`config.mk`:
```
export PLATFORM = sky130hd
export DESIGN_NAME = lc3_control
export DESIGN_NICKNAME = d
export VERILOG_FILES = /design/src/rtl/lc3_control.sv
export SDC_FILE = /design/constraint.sdc
export NUM_CORES = 1
export LEC_CHECK = 0
export BUFFER_PORTS_ARGS = -buffer_cell sky130_fd_sc_hd__buf_4
export CAP_MARGIN = 20
export CORE_ASPECT_RATIO = 1.1
export CORE_MARGIN = 2
export CORE_UTILIZATION = 46
export CTS_BUF_LIST = sky130_fd_sc_hd__clkbuf_16
export DETAILED_ROUTE_END_ITERATION = 10
export PLACE_DENSITY = 0.79
export SYNTH_ARGS = -nofsm -noshare
export SYNTH_HDL_FRONTEND = slang
export SYNTH_SLANG_ARGS = --single-unit
```
`constraint.sdc`:
```
create_clock -name Clk -period 1.5 [get_ports Clk]
set_input_delay 0.225 -clock Clk [delete_from_list [all_inputs] [get_ports Clk]]
set_output_delay 0.225 -clock Clk [all_outputs]
set_load 0.01 [all_outputs]
```
`src/rtl/lc3_control.sv`:
```
// rtl/lc3_control.sv - LC-3 subset microsequencer: Moore FSM driving datapath loads, bus gates, muxes and memory strobes
module lc3_control (
    input  logic        Clk,
    input  logic        Reset_al,
    input  logic        Run,
    input  logic        Continue,
    input  logic [15:0] IR,
    input  logic        BEN,
    output logic        LD_MAR,
    output logic        LD_MDR,
    output logic        LD_IR,
    output logic        LD_BEN,
    output logic        LD_CC,
    output logic        LD_REG,
    output logic        LD_PC,
    output logic        GatePC,
    output logic        GateMDR,
    output logic        GateALU,
    output logic        GateMARMUX,
    output logic [1:0]  PCMUX,
    output logic [1:0]  ADDR2MUX,
    output logic        ADDR1MUX,
    output logic [1:0]  ALUK,
    output logic        DRMUX,
    output logic        SR1MUX,
    output logic        SR2MUX,
    output logic        MIO_EN,
    output logic        Mem_OE,
    output logic        Mem_WE,
    output logic [4:0]  State
);

    typedef enum logic [4:0] {
        HALTED    = 5'd0,
        S18       = 5'd1,
        S33_1     = 5'd2,
        S33_2     = 5'd3,
        S33_3     = 5'd4,
        S35       = 5'd5,
        PAUSE_IR1 = 5'd6,
        PAUSE_IR2 = 5'd7,
        S32       = 5'd8,
        S01       = 5'd9,
        S05       = 5'd10,
        S09       = 5'd11,
        S06       = 5'd12,
        S25_1     = 5'd13,
        S25_2     = 5'd14,
        S25_3     = 5'd15,
        S27       = 5'd16,
        S07       = 5'd17,
        S23       = 5'd18,
        S16_1     = 5'd19,
        S16_2     = 5'd20,
        S16_3     = 5'd21,
        S04       = 5'd22,
        S21       = 5'd23,
        S12       = 5'd24,
        S00       = 5'd25,
        S22       = 5'd26
    } state_t;

    state_t state;

    // Only the opcode and the imm5 flag steer the sequencer.
    logic unused_ir;
    assign unused_ir = ^{IR[11:6], IR[4:0]};

    always_ff @(posedge Clk or negedge Reset_al) begin
        if (!Reset_al) begin
            state <= HALTED;
        end else begin
            case (state)
                HALTED:    state <= Run ? S18 : HALTED;
                S18:       state <= S33_1;
                S33_1:     state <= S33_2;
                S33_2:     state <= S33_3;
                S33_3:     state <= S35;
                S35:       state <= S32;
                S32: begin
                    case (IR[15:12])
                        4'b0001: state <= S01;
                        4'b0101: state <= S05;
                        4'b1001: state <= S09;
                        4'b0110: state <= S06;
                        4'b0111: state <= S07;
                        4'b0100: state <= S04;
                        4'b1100: state <= S12;
                        4'b0000: state <= S00;
                        4'b1101: state <= PAUSE_IR1;
                        default: state <= S18;
                    endcase
                end
                S01, S05, S09, S27, S16_3, S21, S12, S22: state <= S18;
                S06:       state <= S25_1;
                S25_1:     state <= S25_2;
                S25_2:     state <= S25_3;
                S25_3:     state <= S27;
                S07:       state <= S23;
                S23:       state <= S16_1;
                S16_1:     state <= S16_2;
                S16_2:     state <= S16_3;
                S04:       state <= S21;
                S00:       state <= BEN ? S22 : S18;
                // Continue must be seen high then low, so one pulse releases one instruction.
                PAUSE_IR1: state <= Continue ? PAUSE_IR2 : PAUSE_IR1;
                PAUSE_IR2: state <= Continue ? PAUSE_IR2 : S18;
                default:   state <= HALTED;
            endcase
        end
    end

    assign State = state;

    always_comb begin
        LD_MAR     = 1'b0;
        LD_MDR     = 1'b0;
        LD_IR      = 1'b0;
        LD_BEN     = 1'b0;
        LD_CC      = 1'b0;
        LD_REG     = 1'b0;
        LD_PC      = 1'b0;
        GatePC     = 1'b0;
        GateMDR    = 1'b0;
        GateALU    = 1'b0;
        GateMARMUX = 1'b0;
        PCMUX      = 2'b00;
        ADDR2MUX   = 2'b00;
        ADDR1MUX   = 1'b0;
        ALUK       = 2'b00;
        DRMUX      = 1'b0;
        SR1MUX     = 1'b0;
        SR2MUX     = 1'b0;
        MIO_EN     = 1'b1;
        Mem_OE     = 1'b1;
        Mem_WE     = 1'b1;
        case (state)
            S18: begin
                GatePC = 1'b1;
                LD_MAR = 1'b1;
                LD_PC  = 1'b1;
            end
            S33_1, S33_2, S25_1, S25_2: begin
                Mem_OE = 1'b0;
                MIO_EN = 1'b0;
            end
            S33_3, S25_3: begin
                Mem_OE = 1'b0;
                MIO_EN = 1'b0;
                LD_MDR = 1'b1;
            end
            S35: begin
                GateMDR = 1'b1;
                LD_IR   = 1'b1;
            end
            S32: LD_BEN = 1'b1;
            S01, S05: begin
                SR1MUX  = 1'b1;
                SR2MUX  = IR[5];
                ALUK    = (state == S05) ? 2'b01 : 2'b00;
                GateALU = 1'b1;
                LD_REG  = 1'b1;
                LD_CC   = 1'b1;
            end
            S09: begin
                SR1MUX  = 1'b1;
                ALUK    = 2'b10;
                GateALU = 1'b1;
                LD_REG  = 1'b1;
                LD_CC   = 1'b1;
            end
            S06, S07: begin
                ADDR1MUX   = 1'b1;
                ADDR2MUX   = 2'b01;
                SR1MUX     = 1'b1;
                GateMARMUX = 1'b1;
                LD_MAR     = 1'b1;
            end
            S27: begin
                GateMDR = 1'b1;
                LD_REG  = 1'b1;
                LD_CC   = 1'b1;
            end
            // Store data comes from IR[11:9] through the ALU pass-through onto the bus.
            S23: begin
                ALUK    = 2'b11;
                GateALU = 1'b1;
                LD_MDR  = 1'b1;
            end
            S16_1, S16_2, S16_3: Mem_WE = 1'b0;
            S04: begin
                GatePC = 1'b1;
                DRMUX  = 1'b1;
                LD_REG = 1'b1;
            end
            S21: begin
                ADDR2MUX = 2'b11;
                PCMUX    = 2'b10;
                LD_PC    = 1'b1;
            end
            S12: begin
                SR1MUX   = 1'b1;
                ADDR1MUX = 1'b1;
                PCMUX    = 2'b10;
                LD_PC    = 1'b1;
            end
            S22: begin
                ADDR2MUX = 2'b10;
                PCMUX    = 2'b10;
                LD_PC    = 1'b1;
            end
            default: ;
        endcase
    end

endmodule

```
Yosys cells after proc, flatten, opt, wreduce, memory -nomap -nowiden
Memory sizes are Yosys's and may differ from the RTL's.
Index checks and enable logic that the tools add are counted.
Storage, ports and cells
  flip-flop bits (word level): 5
  memory bits (read-only): 80
  bits of input ports: 21
  output and inout port bits: 29
  logic and storage cells: 71
  memories: 1
Memory list
  (no name shown): words 16, width 5, read ports 1, clocked after memory_dff 0, wr ports 0, line 81  | case (IR[15:12])
Cells by class
  eq/ne operators: 26
  mux-type cells: 26
  reductions and logical operators: 17
Operator list (count)
  $pmux 5 s20: 1
  $eq 5x5->1 const B: 11
  $eq 5x4->1 const B: 8
  $eq 5x3->1 const B: 4
  $mux 1: 20
  $reduce_or 3->1: 5
  $pmux 2 s3: 2
  $reduce_or 4->1: 3
  $reduce_or 6->1: 2
  $eq 5x2->1 const B: 2
  $reduce_or 2->1: 4
  $reduce_or 8->1: 1
  $eq 5x1->1 const B: 1
  $logic_not 5->1: 1
  $mux 5: 1
  $reduce_or 5->1: 1
  $mux 3: 1
  $mux 2: 1

Longest topological paths before layout
Gate-level depths: netlist (run 1).
  depth after elaboration: 3
  mapped depth: 6
  gate-level depth less buffers: 6

Least setup slack after synthesis (run 1)
OpenSTA, ideal clock, no wires.
  path kind: register -> output
  from: register state[4], in the netlist State[4]
  to: output port LD_MDR
  arrival time: 1356 ps
  data required time: 1275 ps
  slack: -81 ps
  stages on the path, launching flop included: 6
  path buffers: 2
  cells stage by stage: dfrtp_1 -> buf_2 -> buf_6 -> and2b_2 -> mux2i_1 -> o31ai_1
Between the ends
  longest elaborated chain between the ends: 3
  elaborated cells between the ends (all ways): 5
  classes of those cells: eq/ne (3); mux (1); reduce/logical (1)
Ends and longest elaborated chain
  from (decl): line 63  | state_t state;
  from (signal assigned): line 74  | HALTED: state <= Run ? S18 : HALTED;
  $eq 5x3->1 (tied with other cells): line 137  | case (state)
  $reduce_or 3->1 (no line) (*)
  $mux 1 (*): line 137
  to (decl): line 10  | output logic LD_MDR,
Every way passes the cells marked *; elsewhere a longest branch is shown, timed or not.

Worst setup path after layout (run 1)
  from: register state[1], in the netlist State[1]
  to: output port LD_PC
Between the ends
  longest elaborated chain between the ends: 3
  elaborated cells between the ends (all ways): 6
  classes of those cells: eq/ne (4); mux (1); reduce/logical (1)
Ends and longest elaborated chain
  $eq 5x5->1 or $eq 5x1->1 (tied branches): line 137
  $reduce_or 4->1 (no line) (*)
  $mux 1 (*): line 137
  to (decl): line 15  | output logic LD_PC,
Marked as above.

==> results of run 1 <==
==> critical path, delay by kind of cell, from the launching register on <==
family,cells,cell delay [ns]
buf+inv,3,0.51
flops,1,0.46
simple gates,2,0.26
compound gates,1,0.17
==> layer usage <==
metal,share of wire,up-vias,routed length (um)
li1,-,690,-
met1,0.34,766,1980
met2,0.48,147,2790
met3,0.085,53,494
met4,0.090,0,520
met5,0,-,0
==> metrics by stage <==
stage | power, W | cell area, um2 | cells | hold WS [ns]
2_1_floorplan | 0.00184 | 1060 | 154 | -0.0706
3_3_place_gp | 0.00279 | 1500 | 235 | 0.0254
3_5_place_dp | 0.00287 | 1500 | 235 | 0.0286
4_1_cts | 0.00398 | 1860 | 252 | 0.344
5_1_grt | 0.00473 | 1960 | 254 | 0.352
6_report | 0.00461 | 1960 | 254 | 0.357
==> power by group <==
part / total (W) / internal, W / switching (W)
Combinational: 0.00381 / 0.00184 / 0.00197
Sequential: 0.000357 / 0.000211 / 0.000147
Clock: 0.000446 / 0.000347 / 0.0000995
==> area by class of cell <==
class,count,area [um2]
sequential,5,131
clock buffer,3,75.1
tap,28,35.0
fill,52,103
clock inverter,1,3.75
multi-input combinational,128,973
timing repair buffer,84,721
inverter,5,21.3
==> synthesized netlist by cell type, drive strengths merged <==
master | count | area, um2
dfrtp | 5 | 125
a31oi | 4 | 25.0
a22oi | 1 | 7.51
nor2 | 10 | 40.0
o21bai | 2 | 15.0
conb | 1 | 3.75
nand2b | 12 | 75.1
nand3 | 6 | 30.0
o221ai | 2 | 23.8
a32oi | 1 | 8.76
and2 | 2 | 12.5
nand2 | 15 | 56.3
buf | 15 | 114
inv | 5 | 18.8
nor2b | 8 | 50.1
o22ai | 3 | 18.8
o21ai | 14 | 70.1
and3b | 1 | 8.76
a21oi | 12 | 60.1
a21o | 1 | 7.51
a221o | 1 | 10.0
nor3b | 1 | 7.51
or3b | 1 | 8.76
and3 | 4 | 25.0
nor3 | 6 | 30.0
nand4 | 1 | 6.26
and2b | 1 | 8.76
ha | 3 | 37.5
o31ai | 1 | 7.51
o311ai | 1 | 8.76
xnor2 | 1 | 8.76
o21a | 1 | 7.51
a211oi | 1 | 7.51
mux2i | 4 | 40.0
or2 | 2 | 12.5
clkbuf | 1 | 3.75
o211ai | 4 | 30.0
==> logic make-up (layout without fill, tap and decap cells) <==
kind of cell | count (synthesis) | after routing | share of synthesized area
AO/OA/AOI/OAI | 49 | 49 | 0.299
XOR/XNOR | 1 | 1 | 0.00850
adder cells (fa/ha/maj) | 3 | 3 | 0.0364
buffers and inverters | 21 | 93 | 0.132
flip-flops | 5 | 5 | 0.121
multiplexers | 4 | 4 | 0.0388
other | 1 | 1 | 0.00364
AND/OR/NAND/NOR | 70 | 70 | 0.360
==> worst paths after layout <==
check / from / endpoint / slack (ns) / cells past startpoint
min: Reset_al / State[2] / 0.36 / 2
max in group asynchronous: Reset_al / State[0] / 1.02 / 2
min reg2reg: State[3] / State[0] / 0.88 / 3
max: State[1] / LD_PC / -0.35 / 6
max reg2reg: State[2] / State[1] / -0.15 / 6
min in group Clk: IR[14] / State[1] / 0.39 / 3
==> timing repair <==
action / CTS / global route
endpoints found under the hold margin: 5 / 0
hold buffers: 1 / 0
buffers inserted: 12 / 3
pin swaps: 11 / 12
gates resized for setup: 58 / 26
endpoints found under the setup margin: 24 / 27
==> qor.yml, run 1 <==
outcome:
  outcome: "complete, but fails checks"
  violations: "negative setup slack"
finish:
  final_common_cell: "buf_4"
  area_delta_synth_final_pct: 90.2
  mostFrequentLayoutCells: "buf_4 (62), buf_6 (20), nand2_1 (12)"
  fin_util: 0.950
  n_antenna_cell: 0
  largest_reg_flops: 5
  drive_above_1_share: 0.593
  layout.nets: 251
die:
  io_pins: 50
  dieArea_mm2: 0.00264
  dieHeight_um: 53.7
  die_w_um: 49.1
  fp-row-count: 17
  start_util: 0.500
  core-area_mm2: 0.00206
clocking:
  htreeDepth: 1
  cts.reportedPaths.clkPinSlew_ns: 0.04
  numCtsBuffers: 3
  cts.sinks: 5
  cts_tree: "built"
  cts_max_path_buffers: 2
  clock_latency_ns: 0.23
  ctsRootBufferMaster: "clkbuf_16"
sta:
  max_freq_ghz: 0.539
  drv_slew: 0
  finalCritPeriodShare: 1.24
  hold_viol_final: 0
  tns_ns: -5.52
  fin_ws_ns: -0.354
  min_period_ns: 1.85
  setup_viol: 28
  clock_skew_ns: 0.00215
  rsz0062_at_grt: "true"
critical_path:
  worst_path_max_delay_cell: "dfrtp_2"
  critical_path_class: "reg2out"
  worst_setup_path_start_kind: "register"
  crit_chain: "buf_4 -> buf_6 -> and3_1 -> o21ai_1 -> nand2_1 -> buf_4"
  crit_arrival_ns: 1.63
  path_max_fanout: 12
  crit_path_frequent_cell: "buf_4"
  worstPathRequired_ns: 1.27
  critPathMaxStageDelay_ns: 0.46
  endpoint_kind: "output port"
logic_synthesis:
  synthCells: 154
  syn_nets: 178
  yosysSeqAreaShare: 0.121
  synthesis.area_mm2: 0.00103
  ys_ff_latch: 5
  synth_cell_type_count: 43
  avgSynthCellArea_um2: 6.69
  yosysWarnings: 0
pwr:
  power.density_mw_per_mm2: 2350
  ir_drop_mv: 1.58
  p_leak_nw: 0.910
route:
  vias_per_cell: 6.52
  dr.pass1.iters: 6
  avgRoutedWirePerCell_um: 22.8
  via_count: 1656
  detail-route-antenna-nets: 0
  drt_first_iter_violations: 85
  drc_errors: 0
  totalWireLength_mm: 5.79
global_route:
  met2_usage: 0.752
  antenna_found_initial: 0
  grt_pass1_wl_mm: 7.72
  busiest_layer: "met2"
  grtUsageTotal: 0.395
  grt_start_max_net_pins: 19
  grt_pass1_vias: 1528
  use_met1: 0.409
  gr-usage-met3: 0.0389
  globalRouteOverflowTotal: 0
job:
  maxCapViolations: 0
worst_hold_path:
  worstHoldPathType: "in2async"
placed_design:
  place_congestion: 0.908
  portBuffers: 37
  pre_cts_ws_ns: -0.0526
  dp_hpwl_mm: 2.65
No activity file was read; power rests on OpenSTA's default activity.
==> run 2, diff against run 1 <==
--- a/config.mk
+++ b/config.mk
@@ -16,3 +16,4 @@
 export SYNTH_ARGS = -nofsm -noshare
 export SYNTH_HDL_FRONTEND = slang
 export SYNTH_SLANG_ARGS = --single-unit
+export TNS_END_PERCENT = 50
==> qor.yml, run 2 <==
outcome:
  outcome: "aborted with a tool error"
  haltStage: "5_1_grt"
  error: "[ERROR DPL-0038] Utilization greater than 100%, impossible to legalize"
clocking:
  ctsRootBufferMaster: "clkbuf_16"
  cts_max_path_buffers: 2  # unchanged
  cts.sinks: 5  # unchanged
  numCtsBuffers: 3  # unchanged
  htreeDepth: 1  # unchanged
logic_synthesis:
  synthesis.area_mm2: 0.00103  # unchanged
  synthCells: 154  # unchanged
  synth_edf_count: 0  # unchanged
  netlist_top_cells_count: "nand2_1 (15), a21oi_1 (12), nand2b_1 (12), o21ai_0 (12), nor2_1 (9)"
  avgSynthCellArea_um2: 6.69  # unchanged
  yosysSeqAreaShare: 0.121  # unchanged
  yosysWarnings: 0  # unchanged
  synth_flop_cell: "dfrtp_1"
  syn_nets: 178  # unchanged
  synth_top_area_share: 0.121  # unchanged
  synth_top_area_cell: "dfrtp_1"
  yosysMostFrequentCell: "nand2_1"
  async_flop_share: 1.00  # unchanged
  synth_cell_type_count: 43  # unchanged
  ys_ff_latch: 5  # unchanged
  synth_area_leaders: "dfrtp_1 (12%), nand2b_1 (7.3%), a21oi_1 (5.8%)"
die:
  io_pins: 50  # unchanged
  start_util: 0.500  # unchanged
  fp-row-count: 17  # unchanged
  dieHeight_um: 53.7  # unchanged
  die_w_um: 49.1  # unchanged
placed_design:
  place_area_mm2: 0.00150  # about the same
  portBuffers: 37  # unchanged
  pre_cts_ws_ns: -0.0659  # -0.0133 ns
  dpl.cell_count: 236  # +0.43%
  place_congestion: 0.919  # +1.2%
  dp_hpwl_mm: 2.50  # -5.6%
global_route:
  grt_start_max_net_pins: 12
sta:
  worstEpCategory: "top-level output"
  grt-worst-endpoint: "Mem_OE"
run 2: cell counts after synthesis:
No cell type changed its count.
run 2: kinds of logic after synthesis:
logic type	after synthesis	synth area share
AO/OA/AOI/OAI	49	0.299
XOR/XNOR	1	0.00850
adder cells (fa/ha/maj)	3	0.0364
buffers and inverters	21	0.132
flip-flops	5	0.121
multiplexers	4	0.0388
other	1	0.00364
AND/OR/NAND/NOR	70	0.360
run 2: timing repair:
action / in CTS
hold buffers: 1
resized for setup: 62
hold endpoints to repair: 5
buffers inserted: 15
endpoints found under the setup margin: 24
pin swaps: 16
run 2: through the flow:
step,TNS (ns),util
after detailed placement,-0.203,0.728
after CTS,-3.45,0.923
after floorplan,-0.0569,-
after global placement,-0.0672,0.728
==> run 3, diff against run 2 <==
--- a/config.mk
+++ b/config.mk
@@ -7,12 +7,10 @@
 export LEC_CHECK = 0
 export BUFFER_PORTS_ARGS = -buffer_cell sky130_fd_sc_hd__buf_4
 export CAP_MARGIN = 20
-export CORE_ASPECT_RATIO = 1.1
-export CORE_MARGIN = 2
-export CORE_UTILIZATION = 46
-export CTS_BUF_LIST = sky130_fd_sc_hd__clkbuf_16
+export CORE_AREA = 2 2 63 65
 export DETAILED_ROUTE_END_ITERATION = 10
-export PLACE_DENSITY = 0.79
+export DIE_AREA = 0 0 65 67
+export PLACE_DENSITY_LB_ADDON = 0.15
 export SYNTH_ARGS = -nofsm -noshare
 export SYNTH_HDL_FRONTEND = slang
 export SYNTH_SLANG_ARGS = --single-unit
==> qor.yml, run 3 (synthesis gave the netlist of run 1 again) <==
outcome:
  outcome: "complete, but fails checks"
  violations: "negative setup slack"
job:
  maxCapViolations: 0
die:
  die_w_um: 65  # +32%
  dieArea_mm2: 0.00436
  fp-row-count: 22  # +5
  io_pins: 50  # unchanged
  dieHeight_um: 67  # +25%
  core-area_mm2: 0.00361
  start_util: 0.286  # -0.214
sta:
  drv_slew: 0
  max_freq_ghz: 0.580
  fin_ws_ns: -0.223
  finalCritPeriodShare: 1.15
  setup_viol: 24
  clock_skew_ns: 0.00426
  min_period_ns: 1.72
  hold_viol_final: 0
  rsz0062_at_grt: "true"
finish:
  final_common_cell: "buf_4"
  mostFrequentLayoutCells: "buf_4 (67), buf_6 (22), nand2_1 (11), nand2b_1 (8), a21oi_2 (8)"
  layout.nets: 260
  fin_util: 0.565
  largest_reg_flops: 5
  n_antenna_cell: 0
  drive_above_1_share: 0.609
  area_delta_synth_final_pct: 97.6
pwr:
  power.density_mw_per_mm2: 2040
  p_seq_frac: 0.077
  ir_drop_mv: 0.836
  switching_share: 0.442
  p_int_w: 0.00231
  combPwrFrac: 0.863
  p_leak_nw: 0.940
  clockPowerShare: 0.060
  p_sw_w: 0.00184
clocking:
  htreeDepth: 1  # unchanged
  cts_tree: "built"
  ctsRootBufferMaster: "clkbuf_8"
  cts.reportedPaths.clkPinSlew_ns: 0.04
  clock_latency_ns: 0.22
  cts_max_path_buffers: 2  # unchanged
  cts.sinks: 5  # unchanged
  numCtsBuffers: 3  # unchanged
global_route:
  grt_pass1_vias: 1482
  grt_pass1_wl_mm: 6.44
  grt_start_max_net_pins: 13
  grtUsageTotal: 0.188
  antenna_found_initial: 0
  globalRouteOverflowTotal: 0
route:
  via_count: 1478
  drc_errors: 0
  totalWireLength_mm: 4.05
  dr.pass1.iters: 4
  drt_first_iter_violations: 58
  avgRoutedWirePerCell_um: 14.3
  vias_per_cell: 5.22
  detail-route-antenna-nets: 0
critical_path:
  reg2reg_depth: 8
  crit_arrival_ns: 1.50
  rr_endpoint: "State[0]"
  path_max_fanout: 6
  endpoint_kind: "output port"
  regToRegSetupSlack_ns: -0.09
  worstPathRequired_ns: 1.27
  worst_setup_path_start_kind: "register"
  critical_path_class: "reg2out"
  rr_startpoint: "State[4]"
placed_design:
  place_congestion: 0.820  # -11%
  portBuffers: 37  # unchanged
  pre_cts_ws_ns: -0.164  # -0.0977 ns
  dp_hpwl_mm: 2.71  # +8.2%
worst_hold_path:
  worstHoldPathType: "in2async"
## run 3: stage by stage
| step | setup TNS [ns] | area [um2] | total power, W | hold WS (ns) | std cells |
|---|---|---|---|---|---|
| detailed placement | -0.996 | 1560 | 0.00289 | 0.0306 | 262 |
| global placement | -0.780 | 1560 | 0.00287 | 0.0271 | 262 |
| CTS | -2.90 | 1860 | 0.00372 | 0.339 | 279 |
| floorplan | -0.0569 | 1050 | 0.00183 | -0.0706 | 154 |
| global route | -4.27 | 2040 | 0.00445 | 0.336 | 283 |
| finish | -2.78 | 2040 | 0.00415 | 0.339 | 283 |
## run 3: repair_timing
item / CTS / global route
hold buffers: 1 / 0
pin swaps: 12 / 17
setup endpoints to repair: 23 / 27
hold endpoints to repair: 5 / 0
resized for setup: 50 / 35
cloned: 0 / 1
buffers inserted: 12 / 4
## run 3: power by group through the flow
stage	Combinational (W)	Sequential, W	Clock (W)
after floorplan	0.00152	0.000306	0
after CTS	0.00315	0.000315	0.000254
after detailed placement	0.00254	0.000348	0
after global routing	0.00385	0.000331	0.000268
after global placement	0.00252	0.000353	0
final	0.00358	0.000322	0.000248
## run 3: worst max path at each step
stage | start | endpoint | slack (ns)
floorplan | State[3] | Mem_OE | -0.02
global placement | State[4] | SR1MUX | -0.15
detailed placement | State[4] | GateMARMUX | -0.16
CTS | State[0] | SR1MUX | -0.21
global route | State[1] | SR1MUX | -0.30
finish | State[0] | Mem_OE | -0.22
## run 3: final cells by class
type	count	area [um2]
clock buffers	4	45.0
fillers	340	1570
inverters	5	18.8
multi-input cells	128	966
flip-flops and latches	5	131
well taps	48	60.1
repair buffers	93	816
## run 3: per-layer routing
layer  vias to the layer above  GRT usage  routed length, um
li1                        706          -                  -
met3                        11     0.0304                187
met2                        51      0.370               2160
met1                       710      0.202               1580
met5                         -          0                  0
met4                         0     0.0612                120
## run 3: worst max-delay path: stages (launching register included)
cell	delay, ns
dfrtp_2	0.43
buf_4	0.14
nor3_2	0.17
a21o_1	0.11
a32oi_1	0.05
or2_1	0.23
buf_4	0.15
==> run 4, diff against run 3 <==
--- a/config.mk
+++ b/config.mk
@@ -7,6 +7,8 @@
 export LEC_CHECK = 0
 export BUFFER_PORTS_ARGS = -buffer_cell sky130_fd_sc_hd__buf_4
 export CAP_MARGIN = 20
+export CELL_PAD_IN_SITES_DETAIL_PLACEMENT = 0
+export CELL_PAD_IN_SITES_GLOBAL_PLACEMENT = 1
 export CORE_AREA = 2 2 63 65
 export DETAILED_ROUTE_END_ITERATION = 10
 export DIE_AREA = 0 0 65 67
==> qor.yml, run 4 (synthesis gave the netlist of run 1 again) <==
outcome:
  outcome: "complete, but fails checks"
  violations: "negative setup slack"
critical_path:
  worst_setup_path_start_kind: "register"
  worstPathRequired_ns: 1.27  # about the same
  rr_startpoint: "State[2]"
  endpoint_kind: "output port"
  critical_path_class: "reg2out"
  rr_endpoint: "State[0]"
  regToRegSetupSlack_ns: 0  # +0.09 ns
  crit_arrival_ns: 1.52  # +0.02 ns
  reg2reg_depth: 6  # -2
  path_max_fanout: 6  # unchanged
pwr:
  p_leak_nw: 0.860  # -8.5%
  power.density_mw_per_mm2: 2030  # -0.49%
  ir_drop_mv: 0.707  # -15%
sta:
  hold_viol_final: 0  # unchanged
  max_freq_ghz: 0.574  # -1.1%
  drv_slew: 0  # unchanged
  finalCritPeriodShare: 1.16  # +0.0134
  fin_ws_ns: -0.243  # -0.0200 ns
  min_period_ns: 1.74  # +0.0200 ns
  tns_ns: -2.73  # +0.0469 ns
  rsz0062_at_grt: "true"
  setup_viol: 24  # unchanged
  clock_skew_ns: 0.000732  # -0.00352 ns
global_route:
  grtUsageTotal: 0.171  # -0.0172
  antenna_found_initial: 0  # unchanged
  grt_pass1_vias: 1341  # -9.5%
  grt_start_max_net_pins: 19  # +6
  grt_pass1_wl_mm: 5.94  # -7.8%
  globalRouteOverflowTotal: 0  # unchanged
die:
  core-area_mm2: 0.00361  # unchanged
  dieHeight_um: 67  # unchanged
  start_util: 0.286  # unchanged
  io_pins: 50  # unchanged
  fp-row-count: 22  # unchanged
  die_w_um: 65  # unchanged
  dieArea_mm2: 0.00436  # unchanged
route:
  drc_errors: 0  # unchanged
  totalWireLength_mm: 3.74  # -7.7%
  via_count: 1334  # -9.7%
  detail-route-antenna-nets: 0  # unchanged
  dr.pass1.iters: 4  # unchanged
  vias_per_cell: 4.89  # -6.4%
  avgRoutedWirePerCell_um: 13.7  # -4.3%
  drt_first_iter_violations: 39  # -33%
finish:
  drive_above_1_share: 0.547  # -0.0618
  mostFrequentLayoutCells: "buf_4 (70), nand2_1 (12), buf_6 (11), nand2b_1 (10), o21ai_0 (8)"
  final_common_cell: "buf_4"
  fill_cells: 377  # +11%
  fin_util: 0.513  # -0.0520
  n_antenna_cell: 0  # unchanged
  layout.nets: 250  # -3.8%
  area_delta_synth_final_pct: 79.4
  largest_reg_flops: 5  # unchanged
placed_design:
  place_congestion: 0.827  # +0.87%
  dp_hpwl_mm: 2.72  # +0.52%
  portBuffers: 37  # unchanged
  pre_cts_ws_ns: -0.0871  # +0.0765 ns
job:
  maxCapViolations: 0  # unchanged
clocking:
  cts_tree: "built"
  cts_max_path_buffers: 2  # unchanged
  clock_latency_ns: 0.22  # about the same
  numCtsBuffers: 3  # unchanged
  cts.reportedPaths.clkPinSlew_ns: 0.04  # about the same
  ctsRootBufferMaster: "clkbuf_8"
  cts.sinks: 5  # unchanged
  htreeDepth: 1  # unchanged
worst_hold_path:
  worstHoldPathType: "in2async"
==> run 4: cell count changes in the layout (fill, tap and decap cells not counted), moves of 2 or more <==
| cell | previous run | this run |
|---|---|---|
| buf_6 | 22 | 11 |
| o21ai_1 | 7 | 3 |
| a21oi_1 | 4 | 7 |
| a21oi_2 | 8 | 5 |
| buf_4 | 67 | 70 |
| nand2b_4 | 4 | 1 |
| o21ai_0 | 5 | 8 |
| buf_8 | 2 | 0 |
| nand2_2 | 4 | 2 |
| nand2b_1 | 8 | 10 |
| nor3_1 | 2 | 4 |
| nor3_2 | 4 | 2 |
==> run 4: stage by stage <==
| stage | area [um2] | hold WS, ns | total power, W | instances |
|---|---|---|---|---|
| after floorplan | 1050 | -0.0706 | 0.00183 | 154 |
| after global placement | 1540 | 0.0267 | 0.00287 | 259 |
| after detailed placement | 1540 | 0.0313 | 0.00290 | 259 |
| after CTS | 1690 | 0.342 | 0.00339 | 268 |
| after global routing | 1850 | 0.374 | 0.00404 | 273 |
| final | 1850 | 0.349 | 0.00375 | 273 |
==> run 4: layer usage <==
layer / track usage / vias up / part of all wire
li1: - / 688 / -
met1: 0.212 / 618 / 0.44
met2: 0.316 / 28 / 0.54
met3: 0.0220 / 0 / 0.029
met4: 0.0319 / 0 / 0
met5: 0 / - / 0
==> run 4: how the worst max path moves through the flow <==
| stage | start | endpoint | slack, ns |
|---|---|---|---|
| 6_report | State[0] | GatePC | -0.24 |
| 5_1_grt | State[1] | SR1MUX | -0.34 |
| 4_1_cts | State[1] | Mem_OE | -0.23 |
| 3_5_place_dp | State[4] | SR1MUX | -0.09 |
| 3_3_place_gp | State[4] | SR1MUX | -0.09 |
| 2_1_floorplan | State[3] | Mem_OE | -0.02 |
==> run 4: critical path, stage by stage (launching register included) <==
cell,delay (ns)
dfrtp_2,0.46
buf_4,0.16
nor2b_1,0.24
nand3_1,0.11
a21oi_1,0.18
buf_4,0.15
==> run 4: area by class of cell <==
| cell class | instances | area, um2 | area share |
|---|---|---|---|
| Sequential cell | 5 | 131 | 0.0710 |
| Multi-Input combinational cell | 128 | 915 | 0.495 |
| Tap cell | 48 | 60.1 | 0.0325 |
| Clock buffer | 4 | 45.0 | 0.0244 |
| Timing Repair Buffer | 83 | 679 | 0.367 |
| Inverter | 5 | 18.8 | 0.0101 |
==> run 4: timing repair <==
item	in CTS	in global routing
pin swaps	2	7
resized for setup	22	33
buffers inserted	4	6
endpoints found under the hold margin	5	0
hold buffers	1	0
endpoints found under the setup margin	26	26
gates cloned	0	0
==> run 4: power by group <==
part / internal (W) / total, W / switching [W]
logic: 0.00166 / 0.00317 / 0.00152
registers: 0.000211 / 0.000327 / 0.000117
clock network: 0.000182 / 0.000249 / 0.0000662
total: 0.00205 / 0.00375 / 0.00170
